==> src/rtl/lsu_controller_pkg.sv <==
// Shared encodings for the load/store unit: RV32I opcodes, funct3 values,
// sequencer states and access-size decode.
package lsu_controller_pkg;

  localparam logic [6:0] OPC_LOAD  = 7'b0000011;
  localparam logic [6:0] OPC_STORE = 7'b0100011;

  localparam logic [2:0] FUNCT3_LB  = 3'b000;
  localparam logic [2:0] FUNCT3_LH  = 3'b001;
  localparam logic [2:0] FUNCT3_LW  = 3'b010;
  localparam logic [2:0] FUNCT3_LBU = 3'b100;
  localparam logic [2:0] FUNCT3_LHU = 3'b101;
  localparam logic [2:0] FUNCT3_SB  = 3'b000;
  localparam logic [2:0] FUNCT3_SH  = 3'b001;
  localparam logic [2:0] FUNCT3_SW  = 3'b010;

  typedef enum logic [1:0] {
    LSU_IDLE = 2'd0,
    LSU_REQ  = 2'd1,
    LSU_WAIT = 2'd2,
    LSU_DONE = 2'd3
  } lsu_state_e;

  typedef enum logic [1:0] {
    SZ_BYTE = 2'd0,
    SZ_HALF = 2'd1,
    SZ_WORD = 2'd2
  } lsu_size_e;

  // Unrecognised encodings fall back to a word access.
  function automatic lsu_size_e lsu_size(input logic [2:0] f3, input logic is_store);
    lsu_size_e sz;
    sz = SZ_WORD;
    unique case (f3)
      3'b000:  sz = SZ_BYTE;
      3'b001:  sz = SZ_HALF;
      3'b100:  sz = is_store ? SZ_WORD : SZ_BYTE;
      3'b101:  sz = is_store ? SZ_WORD : SZ_HALF;
      default: sz = SZ_WORD;
    endcase
    return sz;
  endfunction

endpackage

==> src/rtl/lsu_controller_if.sv <==
// req/gnt/rvalid data-memory bus between the LSU (master) and memory (slave).
interface lsu_controller_if #(
  parameter int unsigned ADDR_W = 32
);
  logic              req;
  logic              we;
  logic [ADDR_W-1:0] addr;
  logic [31:0]       wdata;
  logic [3:0]        wstrb;
  logic              gnt;
  logic              rvalid;
  logic [31:0]       rdata;

  modport master (
    output req, we, addr, wdata, wstrb,
    input  gnt, rvalid, rdata
  );

  modport slave (
    input  req, we, addr, wdata, wstrb,
    output gnt, rvalid, rdata
  );
endinterface

==> src/rtl/lsu_controller_align.sv <==
// Byte-lane steering for the LSU: store strobes/lane replication, load
// byte/half selection with sign/zero extension, and misalignment detect.
module lsu_align
  import lsu_controller_pkg::*;
(
  input  logic [2:0]  funct3,
  input  logic        is_store,
  input  logic [1:0]  off,
  input  logic [31:0] wdata,
  input  logic [31:0] rdata,
  output logic [3:0]  wstrb,
  output logic [31:0] wdata_lanes,
  output logic [31:0] rdata_ext,
  output logic        misaligned
);

  lsu_size_e   size;
  logic        sgn;
  logic [31:0] rsh;

  always_comb begin
    size        = lsu_size(funct3, is_store);
    sgn         = ~funct3[2];
    rsh         = rdata >> {off, 3'b000};
    wstrb       = 4'b1111;
    wdata_lanes = wdata;
    rdata_ext   = rdata;
    misaligned  = 1'b0;
    unique case (size)
      SZ_BYTE: begin
        wstrb       = 4'(4'b0001 << off);
        wdata_lanes = {4{wdata[7:0]}};
        rdata_ext   = {{24{sgn & rsh[7]}}, rsh[7:0]};
      end
      SZ_HALF: begin
        wstrb       = 4'(4'b0011 << off);
        wdata_lanes = {2{wdata[15:0]}};
        rdata_ext   = {{16{sgn & rsh[15]}}, rsh[15:0]};
        misaligned  = off[0];
      end
      default: begin
        misaligned  = (off != 2'b00);
      end
    endcase
  end

endmodule

==> src/rtl/lsu_controller.sv <==
// Multi-cycle load/store sequencer: stalls the core across one req/gnt/rvalid
// memory transaction and returns an aligned load result with lsu_valid.
module lsu_controller
  import lsu_controller_pkg::*;
#(
  parameter int unsigned ADDR_W      = 32,
  parameter int unsigned TIMEOUT_CYC = 255
) (
  input  logic               clk,
  input  logic               rst,
  input  logic               load,
  input  logic               store,
  input  logic [2:0]         funct3,
  input  logic [ADDR_W-1:0]  addr,
  input  logic [31:0]        wdata,
  output logic               stall,
  output logic               lsu_valid,
  output logic [31:0]        load_data,
  output logic               access_fault,
  lsu_controller_if.master   mem
);

  lsu_state_e        state_q;
  logic [7:0]        cnt_q;
  logic [2:0]        f3_q;
  logic [1:0]        off_q;
  logic              we_q;
  logic              stall_q;
  logic              lsu_valid_q;
  logic              fault_q;
  logic [31:0]       load_data_q;
  logic              mem_req_q;
  logic [ADDR_W-1:0] mem_addr_q;
  logic [31:0]       mem_wdata_q;
  logic [3:0]        mem_wstrb_q;

  logic        req_in;
  logic        st_in;
  logic        in_idle;
  logic [2:0]  al_f3;
  logic        al_store;
  logic [1:0]  al_off;
  logic [3:0]  al_wstrb;
  logic [31:0] al_wdata;
  logic [31:0] al_rdata;
  logic        al_misaligned;
  logic        accept;
  logic        timeout;

  // The aligner serves the incoming instruction while idle and the captured
  // one while a transaction is in flight.
  always_comb begin
    req_in   = load | store;
    st_in    = store & ~load;
    in_idle  = (state_q == LSU_IDLE);
    al_f3    = in_idle ? funct3     : f3_q;
    al_store = in_idle ? st_in      : we_q;
    al_off   = in_idle ? addr[1:0]  : off_q;
    accept   = in_idle & req_in & ~al_misaligned;
    timeout  = (cnt_q == 8'(TIMEOUT_CYC - 1));
  end

  lsu_align u_align (
    .funct3      (al_f3),
    .is_store    (al_store),
    .off         (al_off),
    .wdata       (wdata),
    .rdata       (mem.rdata),
    .wstrb       (al_wstrb),
    .wdata_lanes (al_wdata),
    .rdata_ext   (al_rdata),
    .misaligned  (al_misaligned)
  );

  always_ff @(posedge clk or posedge rst) begin
    if (rst) begin
      state_q     <= LSU_IDLE;
      cnt_q       <= '0;
      f3_q        <= '0;
      off_q       <= '0;
      we_q        <= 1'b0;
      stall_q     <= 1'b0;
      lsu_valid_q <= 1'b0;
      fault_q     <= 1'b0;
      load_data_q <= '0;
      mem_req_q   <= 1'b0;
      mem_addr_q  <= '0;
      mem_wdata_q <= '0;
      mem_wstrb_q <= '0;
    end else begin
      lsu_valid_q <= 1'b0;
      fault_q     <= 1'b0;
      load_data_q <= '0;
      unique case (state_q)
        LSU_IDLE: begin
          cnt_q <= '0;
          if (req_in) begin
            if (al_misaligned) begin
              fault_q <= 1'b1;
            end else begin
              state_q     <= LSU_REQ;
              stall_q     <= 1'b1;
              mem_req_q   <= 1'b1;
              f3_q        <= funct3;
              off_q       <= addr[1:0];
              we_q        <= st_in;
              mem_addr_q  <= {addr[ADDR_W-1:2], 2'b00};
              mem_wdata_q <= st_in ? al_wdata : '0;
              mem_wstrb_q <= st_in ? al_wstrb : '0;
            end
          end
        end
        LSU_REQ, LSU_WAIT: begin
          // Completion outranks the timeout on the final cycle.
          if (mem.rvalid && (state_q == LSU_WAIT || mem.gnt)) begin
            state_q     <= LSU_DONE;
            stall_q     <= 1'b0;
            mem_req_q   <= 1'b0;
            lsu_valid_q <= 1'b1;
            load_data_q <= we_q ? '0 : al_rdata;
            cnt_q       <= '0;
          end else if (timeout) begin
            state_q   <= LSU_IDLE;
            stall_q   <= 1'b0;
            mem_req_q <= 1'b0;
            fault_q   <= 1'b1;
            cnt_q     <= '0;
          end else begin
            if (state_q == LSU_REQ && mem.gnt) begin
              state_q   <= LSU_WAIT;
              mem_req_q <= 1'b0;
            end
            cnt_q <= cnt_q + 8'd1;
          end
        end
        LSU_DONE: begin
          state_q <= LSU_IDLE;
          cnt_q   <= '0;
        end
        default: state_q <= LSU_IDLE;
      endcase
    end
  end

  assign stall        = stall_q | accept;
  assign lsu_valid    = lsu_valid_q;
  assign load_data    = load_data_q;
  assign access_fault = fault_q;
  assign mem.req      = mem_req_q;
  assign mem.we       = we_q;
  assign mem.addr     = mem_addr_q;
  assign mem.wdata    = mem_wdata_q;
  assign mem.wstrb    = mem_wstrb_q;

endmodule

==> src/flat_wrapper.sv <==
// flat-port wrapper written by rule: the top's interface ports become plain ports
module lsu_controller_flat import lsu_controller_pkg::*;
#(
  parameter int unsigned ADDR_W      = 32,
  parameter int unsigned TIMEOUT_CYC = 255
)
  (clk, rst, load, store, funct3, addr, wdata, stall, lsu_valid, load_data, access_fault, mem_req, mem_we, mem_addr, mem_wdata, mem_wstrb, mem_gnt, mem_rvalid, mem_rdata);
  lsu_controller_if #(.ADDR_W(ADDR_W)) mem_i ();
  input  logic clk;
  input  logic rst;
  input  logic load;
  input  logic store;
  input  logic [2:0] funct3;
  input  logic [ADDR_W-1:0] addr;
  input  logic [31:0] wdata;
  output logic stall;
  output logic lsu_valid;
  output logic [31:0] load_data;
  output logic access_fault;
  output wire logic [$bits(mem_i.req)-1:0] mem_req;
  output wire logic [$bits(mem_i.we)-1:0] mem_we;
  output wire logic [$bits(mem_i.addr)-1:0] mem_addr;
  output wire logic [$bits(mem_i.wdata)-1:0] mem_wdata;
  output wire logic [$bits(mem_i.wstrb)-1:0] mem_wstrb;
  input wire logic [$bits(mem_i.gnt)-1:0] mem_gnt;
  input wire logic [$bits(mem_i.rvalid)-1:0] mem_rvalid;
  input wire logic [$bits(mem_i.rdata)-1:0] mem_rdata;
  assign mem_req = mem_i.req;
  assign mem_we = mem_i.we;
  assign mem_addr = mem_i.addr;
  assign mem_wdata = mem_i.wdata;
  assign mem_wstrb = mem_i.wstrb;
  assign mem_i.gnt = mem_gnt;
  assign mem_i.rvalid = mem_rvalid;
  assign mem_i.rdata = mem_rdata;
  lsu_controller #(.ADDR_W(ADDR_W), .TIMEOUT_CYC(TIMEOUT_CYC)) u_core (.clk(clk), .rst(rst), .load(load), .store(store), .funct3(funct3), .addr(addr), .wdata(wdata), .stall(stall), .lsu_valid(lsu_valid), .load_data(load_data), .access_fault(access_fault), .mem(mem_i));
endmodule
==> config.mk <==
export PLATFORM = sky130hd
export DESIGN_NAME = lsu_controller_flat
export DESIGN_NICKNAME = d
export VERILOG_FILES = /design/src/rtl/lsu_controller_pkg.sv /design/src/rtl/lsu_controller_if.sv /design/src/rtl/lsu_controller_align.sv /design/src/rtl/lsu_controller.sv /design/src/flat_wrapper.sv
export SDC_FILE = /design/constraint.sdc
export NUM_CORES = 1
export LEC_CHECK = 0
export ABC_AREA = 0
export ABC_CLOCK_PERIOD_IN_PS = 7500
export CORE_AREA = 10 10 119 121
export CTS_CLUSTER_DIAMETER = 150
export CTS_CLUSTER_SIZE = 14
export DETAILED_ROUTE_END_ITERATION = 7
export DIE_AREA = 0 0 129 131
export GPL_TIMING_DRIVEN = 0
export PLACE_DENSITY = 0.85
export SETUP_SLACK_MARGIN = 0.4
export SLEW_MARGIN = 30
export SYNTH_ARGS = -nofsm -noshare
export SYNTH_HDL_FRONTEND = slang
export SYNTH_SLANG_ARGS = --single-unit
==> constraint.sdc <==
create_clock -name clk -period 7.5 [get_ports clk]
set_input_delay 2.25 -clock clk [delete_from_list [all_inputs] [get_ports clk]]
set_output_delay 2.25 -clock clk [all_outputs]
set_load 0.03 [all_outputs]
---- Word level (Yosys, flattened, before mapping) ----
Cells that the tools add are included.
Widths: inputs -> output; s select.
cells by class
  multipliers ............................. 0
  divide/modulo/power cells ............... 0
  bitwise operators ....................... 10
  multiplexer cells ....................... 40
  equality and inequality tests ........... 12
  shift operators ......................... 3
  $lt $le $gt $ge ......................... 0
  add/sub/neg operators ................... 1
  reductions and logical operators ........ 14
operator list
  operator             number
  $mux 32              4
  $pmux 32 s2          2
  $shr 32x5->16        1
  $mux 2               8
  $mux 8               2
  $pmux 8 s2           1
  $mux 1               14
  $add 8x1->8 const B  1
  $eq 8x8->1 const B   1
  $pmux 1 s2           4
  $pmux 2 s4           1
  $pmux 4 s2           1
  $reduce_and 4->1     2
  $eq 3x3->1 const B   2
  $pmux 2 s3           1
  $reduce_and 3->1     2
  $and 1x1->1          5
  $eq 2x1->1 const B   2
  $eq 2x2->1 const B   2
  $logic_not 2->1      2
  $mux 4               1
  $ne 4x1->1 const B   1
  $reduce_bool 2->1    2
  $reduce_or 2->1      2
  12 further kinds     16
storage, ports and cells
  bits in read-only memories .............. 0
  bits in latches ......................... 0
  output and inout port bits .............. 105
  memories kept ........................... 0
  memory bits (writable) .................. 0
  register bits after elaboration ......... 118
  word-level logic and storage cells ...... 93

---- Longest topological paths before layout ----
Gate-level depths: netlist of the first run.
  depth after elaboration ................. 10
  mapped depth ............................ 11
  depth with buffers taken out ............ 7

---- Hierarchy ----
A second synthesis of the first run with hierarchy kept.
second synthesis, totals
  cell total of the unflattened synthesis .. 595
  area total of the unflattened synthesis .. 5700.5 um2
modules (own cells, without submodules)
  module          area an instance (um2)  cells each  seq. area each (um2)  instances
  lsu_controller  4494.3                  388         2952.8                1
  lsu_align       1206.2                  207         0.0                   1

---- Worst setup path before layout of the first run ----
No wires, ideal clock.
  path type ............................... input port to output port
  start point ............................. input funct3[0]
  end point ............................... output stall
  arrival time ............................ 3.420 ns
  buffers on the path ..................... 2
  path slack .............................. 1.830 ns
  stages .................................. 6
  cell sequence ........................... mux2i_2 -> buf_6 -> o2111ai_4 -> a21o_2 -> buf_6 -> nand2b_1
on the way
  longest elaborated chain between the ends .. 8
  elaborated cells on any way between the ends .. 12
  those cells by class .................... eq/ne (4); mux (3); bitwise (3); reduce/logical (2)
ends and longest elaborated chain
  element                                        RTL line                    text
  start: declaration                             flat_wrapper.sv:13          input logic [2:0] funct3;
  $mux 3 (*)                                     lsu_controller.sv:56        al_f3 = in_idle ? funct3 : f3_q;
  $eq 3x3->1 (tied with other cells)             lsu_controller_pkg.sv:34    unique case (f3)
  $pmux 2 s4 (*)                                 lsu_controller_pkg.sv:34
  $eq 2x1->1 or $logic_not 2->1 (tied branches)  lsu_controller_align.sv:29  unique case (size)
  $pmux 1 s2 (*)                                 lsu_controller_align.sv:29
  $not 1->1 (no line) (*)                        n/a
  $and 1x1->1 (*)                                lsu_controller.sv:59        accept = in_idle & req_in & ~al_misaligned;
  $or 1x1->1 (*)                                 lsu_controller.sv:145       assign stall = stall_q | accept;
  end: declaration                               flat_wrapper.sv:16          output logic stall;
Mark *: on every way between the ends. The rest lies on a longest branch, timed or not.

---- Worst setup path after layout of the first run ----
  start point ............................. input addr[0]
  end point ............................... output stall
on the way
  longest elaborated chain between the ends .. 6
ends and longest elaborated chain
  element                  RTL line                    text
  start: declaration       flat_wrapper.sv:14          input logic [ADDR_W-1:0] addr;
  $mux 2 (*)               lsu_controller.sv:58        al_off = in_idle ? addr[1:0] : off_q;
  $reduce_bool 2->1        lsu_controller_align.sv:42  misaligned = (off != 2'b00);
  $pmux 1 s2 (*)           lsu_controller_align.sv:29
  $not 1->1 (no line) (*)  n/a
  $and 1x1->1 (*)          lsu_controller.sv:59
  $or 1x1->1 (*)           lsu_controller.sv:145
Marks and branches as above.

==> flow_summary.yaml, run 1 <==
outcome:
  outcome: "finished, final reports clean"
route:
  wire_per_inst_um: 19.8
  via_per_inst: 5.52
  route.detailed.drc: 0
  routed_wl_mm: 19.0
  via_count: 5287
  first_pass_iters: 5
  ant_nets: 0
  drt_iter0_drc: 468
global_routing:
  grt_pass1_vias: 5455
  antenna_found_initial: 0
  grt_util_met1_pct: 25.0
  grt_usage_pct: 22.1
  grt_max_degree: 75
  grtUsageMet2_pct: 38.6
  overflow: 0
  use_met3_pct: 6.81
  grt_first_pass_wirelength_mm: 28.8
  busiest_layer: "met2"
layout:
  fin_area_um2: 8450
  fin_util_pct: 71.5
  fillCellCount: 834
  synthToLayoutAreaGrowth_pct: 52.0
  n_antenna_cell: 0
  finalNetCount: 909
  post_route_cells_drive_above_1_share_pct: 10.6
hold_path:
  hold_class: "reg2reg"
critical_path:
  crit_path_start_kind: "input port"
  cp-end-kind: "output pin"
  critPathKind: "in2out"
  crit_required_ns: 5.25
  ff2ff_path_depth: 10
  crit_path_max_fanout: 10
  timing.rr.end: "u_core.mem.addr[13]$_DFFE_PP0P_"
  critPathCapture: "stall"
  cp-startpoint: "addr[0]"
  r2r_setup_slack_ns: 4.81
  worstPathArrival_ns: 4.70
  r2r-start: "u_core.state_q[1]$_DFFE_PP0P_"
synth:
  ys_seq_area_share_pct: 53.2
  synth_edf_count: 0
  synth_cell_types: 56
  synth.avg_cell_area_um2: 9.76
  ys_seq_elements: 118
  netlist_area_um2: 5560
  ys_async_sr_fraction_pct: 100
  synth_ff_type: "dfrtp_1"
  netlist_instances: 569
  ys_warn_count: 0
pwr:
  p_per_area_nw_per_um2: 457
  sw_frac_of_total_pct: 42.7
  intPower_w: 0.00221
  power_switching_w: 0.00165
  pwr-share-seq_pct: 25.6
  combPwrFrac_pct: 53.4
  clkPwrFrac_pct: 21.1
  leakagePower_nw: 3.85
  peakVddDrop_mv: 0.277
placed_design:
  preCtsSetupSlack_ns: 0.581
  hpwl_mm: 14.4
  place.gp.congestion: 0.938
  post_dp_cell_area_um2: 7850
  io_buffers: 207
clock_network:
  cts_resized: 0
  cts_tree: "done"
  htreeDepth: 4
  clkTransAtPathRegs_ns: 0.05
  post_cts_buffers: 0
  cts_sinks: 118
  cts_buffer_depth: 2
  hold_buffers: 0
  cts_made_buffers: 17
  clock_latency_ns: 0.42
  root_buffer: "clkbuf_16"
die:
  die_width_um: 129
  initial_core_util_pct: 47.0
  die_area_um2: 16900
  core-area_um2: 11800
  ioPinCount: 210
  fp-row-count: 40
  die_y_um: 131
timing:
  rsz0062_at_grt: "false"
  fin_crit_ns: 6.95
  hold_violations: 0
  tightestPinTransition_ns: 0.663
  fin_skew_ns: 0.00678
  max_slew_margin_pct: 55.6
  slew_viol_final: 0
  setup_tns_ns: 0
  finalSetupViolations: 0
  fmax_mhz: 144
  layout_worst_path_cycle_share_pct: 92.6
  fin_ws_ns: 0.554
flow_run:
  drv_cap: 0
-- through the flow --
step	std cells	hold slack (ns)	power (W)
4_1_cts	957	0.481	0.00387
6_report	957	0.478	0.00386
3_5_place_dp	925	0.466	0.00304
5_1_grt	957	0.502	0.00407
3_3_place_gp	924	0.459	0.00297
2_1_floorplan	570	0.453	0.00227
-- power by group through the flow --
| stage | Combinational, W | Sequential [W] | Clock [W] |
|---|---|---|---|
| after floorplan | 0.000922 | 0.00135 | 0 |
| final | 0.00206 | 0.000986 | 0.000813 |
| after global placement | 0.00199 | 0.000978 | 0 |
| after detailed placement | 0.00204 | 0.000992 | 0 |
| after global routing | 0.00220 | 0.00101 | 0.000851 |
| after CTS | 0.00206 | 0.000985 | 0.000825 |
-- layer usage --
metal  part of all wire, %  vias to the layer above
li1                      -                     2419
met1                    39                     2518
met2                    50                      305
met3                   9.2                       45
met4                   2.2                        0
met5                     0                        -
-- state kept, by name (all words and copies together), names as in the netlist --
signal and count:
u_core.access_fault 1, u_core.cnt_q 8, u_core.f3_q 3, u_core.load_data 32, u_core.lsu_valid 1, u_core.mem.addr 30, u_core.mem.req 1, u_core.mem.wdata 32
u_core.mem.we 1, u_core.mem.wstrb 4, u_core.off_q 2, u_core.stall_q 1, u_core.state_q 2
-- synth_stat cells, types with 3 or more instances --
| master | count | area share [%] |
|---|---|---|
| nand2_1 | 165 | 11 |
| mux2_2 | 3 | 0.61 |
| inv_1 | 7 | 0.47 |
| o221a_2 | 8 | 1.6 |
| a21boi_0 | 4 | 0.54 |
| or3_1 | 9 | 1.0 |
| nor3_1 | 3 | 0.27 |
| nand2b_1 | 5 | 0.56 |
| buf_2 | 12 | 1.1 |
| mux2i_1 | 27 | 4.9 |
| a21oi_1 | 17 | 1.5 |
| buf_4 | 5 | 0.68 |
| a21boi_1 | 3 | 0.41 |
| a22o_1 | 16 | 2.5 |
| o21a_1 | 3 | 0.41 |
| clkbuf_1 | 5 | 0.34 |
| nand3_1 | 6 | 0.54 |
| xor2_1 | 3 | 0.47 |
| o21ai_0 | 54 | 4.9 |
| a211oi_1 | 3 | 0.41 |
| nor2_1 | 26 | 1.8 |
| o21ai_1 | 7 | 0.63 |
| o22ai_1 | 7 | 0.79 |
| buf_6 | 9 | 1.8 |
| dfrtp_1 | 118 | 53 |
| ha_1 | 7 | 1.6 |
-- cell type report --
class	count	area [um2]	area share [%]
sequential	118	2950	35.0
buffer	33	228	2.70
clock buffer	22	464	5.50
clock inverter	10	128	1.51
timing repair buffer	208	2100	24.9
inverter	7	33.8	0.400
multi-input combinational	412	2360	27.9
tap	147	184	2.18
-- placed cells by master (no fill, tap or decap), types with 3 or more instances in the layout --
master	count
xor2_1	3
ha_1	7
clkinv_2	6
mux2_2	3
bufinv_16	3
nor2_1	26
inv_1	6
o21a_1	3
nand2_1	165
o221a_2	8
buf_4	5
o21ai_0	54
or3_1	9
o22ai_1	7
a21boi_1	3
nand3_1	6
clkbuf_1	8
clkdlybuf4s50_1	207
a21oi_1	17
mux2i_1	27
o21ai_1	7
a22o_1	16
buf_6	9
buf_2	12
a21boi_0	4
a211oi_1	3
nand2b_1	5
dfrtp_1	118
clkbuf_16	17
-- how the worst min path moves through the flow --
stage                                             endpoint                              from  cells after the start
after CTS                  u_core.mem.addr[17]$_DFFE_PP0P_   u_core.mem.addr[17]$_DFFE_PP0P_                      2
after detailed placement   u_core.mem.addr[22]$_DFFE_PP0P_   u_core.mem.addr[22]$_DFFE_PP0P_                      2
after floorplan                 u_core.f3_q[1]$_DFFE_PP0P_        u_core.f3_q[1]$_DFFE_PP0P_                      2
after global placement      u_core.mem.addr[8]$_DFFE_PP0P_    u_core.mem.addr[8]$_DFFE_PP0P_                      2
after global routing        u_core.mem.addr[6]$_DFFE_PP0P_    u_core.mem.addr[6]$_DFFE_PP0P_                      2
final                     u_core.mem.wdata[18]$_DFFE_PP0P_  u_core.mem.wdata[18]$_DFFE_PP0P_                      2
-- critical path, stage by stage --
cell	delay [ns]
clkdlybuf4s50_1	0.53
mux2i_1	0.27
buf_2	0.27
o2111ai_4	0.14
a21o_2	0.29
buf_6	0.17
nand2b_1	0.09
clkdlybuf4s50_1	0.69
-- cells by family (layout without fill, tap and decap cells) --
family / count (synthesis) / count (layout) / synth area share, %
xor+xnor: 4 / 4 / 0.631
mux: 33 / 33 / 6.19
compound gates: 141 / 141 / 17.2
flops: 118 / 118 / 53.2
simple gates: 225 / 225 / 16.6
other cells: 1 / 2 / 0.0675
fa+ha+maj: 7 / 7 / 1.58
buf+inv: 40 / 280 / 4.57
Note: power is estimated with default switching activity, not from simulation.
==> run 2, diff against run 1 <==
- ABC_AREA: 0 -> 1
- CORE_AREA: 10 10 119 121 -> 10 10 121 123
- DIE_AREA: 0 0 129 131 -> 0 0 131 133
==> run 2 against run 1 <==
  * Combinational power is 17% higher
  * Cell area is 3.1% higher
  * Worst setup slack better by 0.41 ns
  * Area after synthesis is 5.0% higher
  * Utilization is 1.1 points lower
  * Critical path type unchanged
  * Critical endpoint unchanged
  * Largest power group unchanged
==> flow_summary.yaml, run 2 <==
critical_path:
  worstPathArrival_ns: 4.29
  ff2ff_path_depth: 12
  cp-startpoint: "load"
  r2r-start: "u_core.state_q[0]$_DFFE_PP0P_"
  crit_path_start_kind: "input port"
  slowest_delay_ns: 0.69
  crit_path_cell_trace: "clkdlybuf4s50_1 > inv_1 > nand3_1 > nand2_1 > nand2_4 > nand3_4 > a21oi_4 > or2_2 > clkdlybuf4s50_1"
  r2r_setup_slack_ns: 5.17
  critPathKind: "in2out"
  critPathCapture: "stall"
  critPathSlowestCell: "clkdlybuf4s50_1"
  timing.rr.end: "u_core.mem.wdata[15]$_DFFE_PP0P_"
  crit_path_max_fanout: 8
  cp-end-kind: "output pin"
  crit_required_ns: 5.25
  cp_common_cell: "clkdlybuf4s50_1"
clock_network:
  cts_resized: 0
  htreeDepth: 4
  clkTransAtPathRegs_ns: 0.05
  hold_buffers: 0
  post_cts_buffers: 0
  cts_buffer_depth: 2
  cts_sinks: 118
  clock_latency_ns: 0.42
  root_buffer: "clkbuf_16"
  cts_tree: "done"
  cts_made_buffers: 17
layout:
  n_antenna_cell: 0
  post_route_cells_drive_above_1_share_pct: 10.7
  finalNetCount: 1064
  final_common_cell: "nand2_1"
  final_cells: 1134
  mostFrequentLayoutCells: "nand2_1, clkdlybuf4s50_1, dfrtp_1"
  synthToLayoutAreaGrowth_pct: 49.3
  fin_area_um2: 8710
timing:
  holdWs_ns: 0.473
  slew_viol_final: 0
  hold_violations: 0
  setup_tns_ns: 0
  finalSetupViolations: 0
  max_slew_margin_pct: 61.5
  fin_skew_ns: 0.00832
  layout_worst_path_cycle_share_pct: 87.2
  fin_crit_ns: 6.54
  rsz0062_at_grt: "false"
  fmax_mhz: 153
  tightestPinTransition_ns: 0.578
die:
  die_area_um2: 17400
  core-area_um2: 12400
  die_y_um: 133
  die_width_um: 131
  ioPinCount: 210
  fp-row-count: 41
  initial_core_util_pct: 47.2
synth:
  synth.avg_cell_area_um2: 8.06
  netlist_area_um2: 5830
  ys_seq_elements: 118
  synth_edf_count: 0
  ys_seq_area_share_pct: 50.6
  synth_area_leaders: "dfrtp_1, nand2_1, o21ai_0, nor2_1, inv_1"
  ys_async_sr_fraction_pct: 100
  synth_ff_type: "dfrtp_1"
  synth_area_leader_cell: "dfrtp_1"
  synth_commonest_cells: "nand2_1, dfrtp_1, o21ai_0, nor2_1, inv_1"
  netlist_instances: 724
  synth_cell_types: 37
  synth_top_area_share_pct: 50.6
  ys_warn_count: 0
  yosysMostFrequentCell: "nand2_1"
route:
  drt_iter0_drc: 511
  top_layer: "met4"
  wl_met2_mm: 9.44
  via_count: 5724
  routed_wl_mm: 19.3
  first_pass_iters: 6
  route.met3.wl_mm: 1.89
  wl_met1_mm: 7.45
  route.detailed.drc: 0
  via_per_inst: 5.05
  wire_per_inst_um: 17.0
  ant_nets: 0
global_routing:
  grt_max_degree: 65
  grt_usage_pct: 22.4
  grt_pass1_vias: 5691
  overflow: 0
  grt_first_pass_wirelength_mm: 30.5
  antenna_found_initial: 0
placed_design:
  place_inst: 1105
  io_buffers: 207
  hpwl_mm: 14.6
  place.gp.congestion: 0.961
  post_dp_cell_area_um2: 8160
pwr:
  p_per_area_nw_per_um2: 481
  power_w: 0.00419
  peakVddDrop_mv: 0.215
  leakagePower_nw: 4.21
outcome:
  outcome: "finished, final reports clean"
hold_path:
  hold_class: "reg2reg"
flow_run:
  drv_cap: 0
## run 2: changes by cell type after synthesis, moves of 15 or more
cell	change
o21ai_0	+15
inv_1	+49
nand3_1	+24
a22o_1	-16
nor2_1	+33
mux2i_1	-27
nand2_1	+80
## run 2: where the power goes
| part | switching, W | internal (W) | leakage (nW) |
|---|---|---|---|
| Sequential | 0.000124 | 0.000881 | 1.55 |
| Combinational | 0.00155 | 0.000869 | 2.38 |
| Clock | 0.000274 | 0.000491 | 0.275 |
## run 2: worst min path at each step
| stage | start | to | slack [ns] | depth (start not counted) |
|---|---|---|---|---|
| floorplan | u_core.stall_q$_DFFE_PP0P_ | u_core.stall_q$_DFFE_PP0P_ | 0.43 | 2 |
| global placement | u_core.stall_q$_DFFE_PP0P_ | u_core.stall_q$_DFFE_PP0P_ | 0.45 | 2 |
| detailed placement | u_core.mem.addr[9]$_DFFE_PP0P_ | u_core.mem.addr[9]$_DFFE_PP0P_ | 0.46 | 2 |
| CTS | u_core.mem.addr[9]$_DFFE_PP0P_ | u_core.mem.addr[9]$_DFFE_PP0P_ | 0.48 | 2 |
| global route | u_core.mem.addr[26]$_DFFE_PP0P_ | u_core.mem.addr[26]$_DFFE_PP0P_ | 0.49 | 2 |
| finish | u_core.mem.addr[6]$_DFFE_PP0P_ | u_core.mem.addr[6]$_DFFE_PP0P_ | 0.47 | 2 |
## run 2: metrics by stage
stage                     setup slack (ns)  util, %
after detailed placement             0.946     66.0
final                                0.959     70.5
after global routing                 0.832     70.5
after global placement               0.373     65.7
after CTS                            0.947     70.5
after floorplan                       2.11        -
## run 2: worst max-delay path, delay by kind of cell
kind	cells	cell delay, ns
AND/OR/NAND/NOR	5	0.55
buffers and inverters	3	1.25
AO/OA/AOI/OAI	1	0.24
## run 2: kinds of logic (layout without fill, tap and decap cells)
logic type               Yosys count  after routing  share of synthesized area (%)
flip-flops                       118            118                           50.6
AO/OA/AOI/OAI                    122            122                           11.4
AND/OR/NAND/NOR                  380            380                           28.4
buffers and inverters             94            331                           7.74
XOR/XNOR                           2              2                          0.300
other                              1              2                         0.0643
adder cells (fa/ha/maj)            7              7                           1.50
## run 2: layer usage
metal / vias up / global-route usage [%]
met1: 2687 / 26.4
met3: 39 / 6.87
met5: - / 0
met2: 259 / 36.6
li1: 2739 / -
met4: 0 / 9.77
## run 2: layout make-up
cell class / instances / area [um2]
buffer: 35 / 228
fill: 944 / 3650
timing repair buffer: 208 / 2100
clock buffer: 25 / 505
sequential: 118 / 2950
inverter: 59 / 231
multi-input combinational: 513 / 2430
tap: 172 / 215
clock inverter: 4 / 45.0
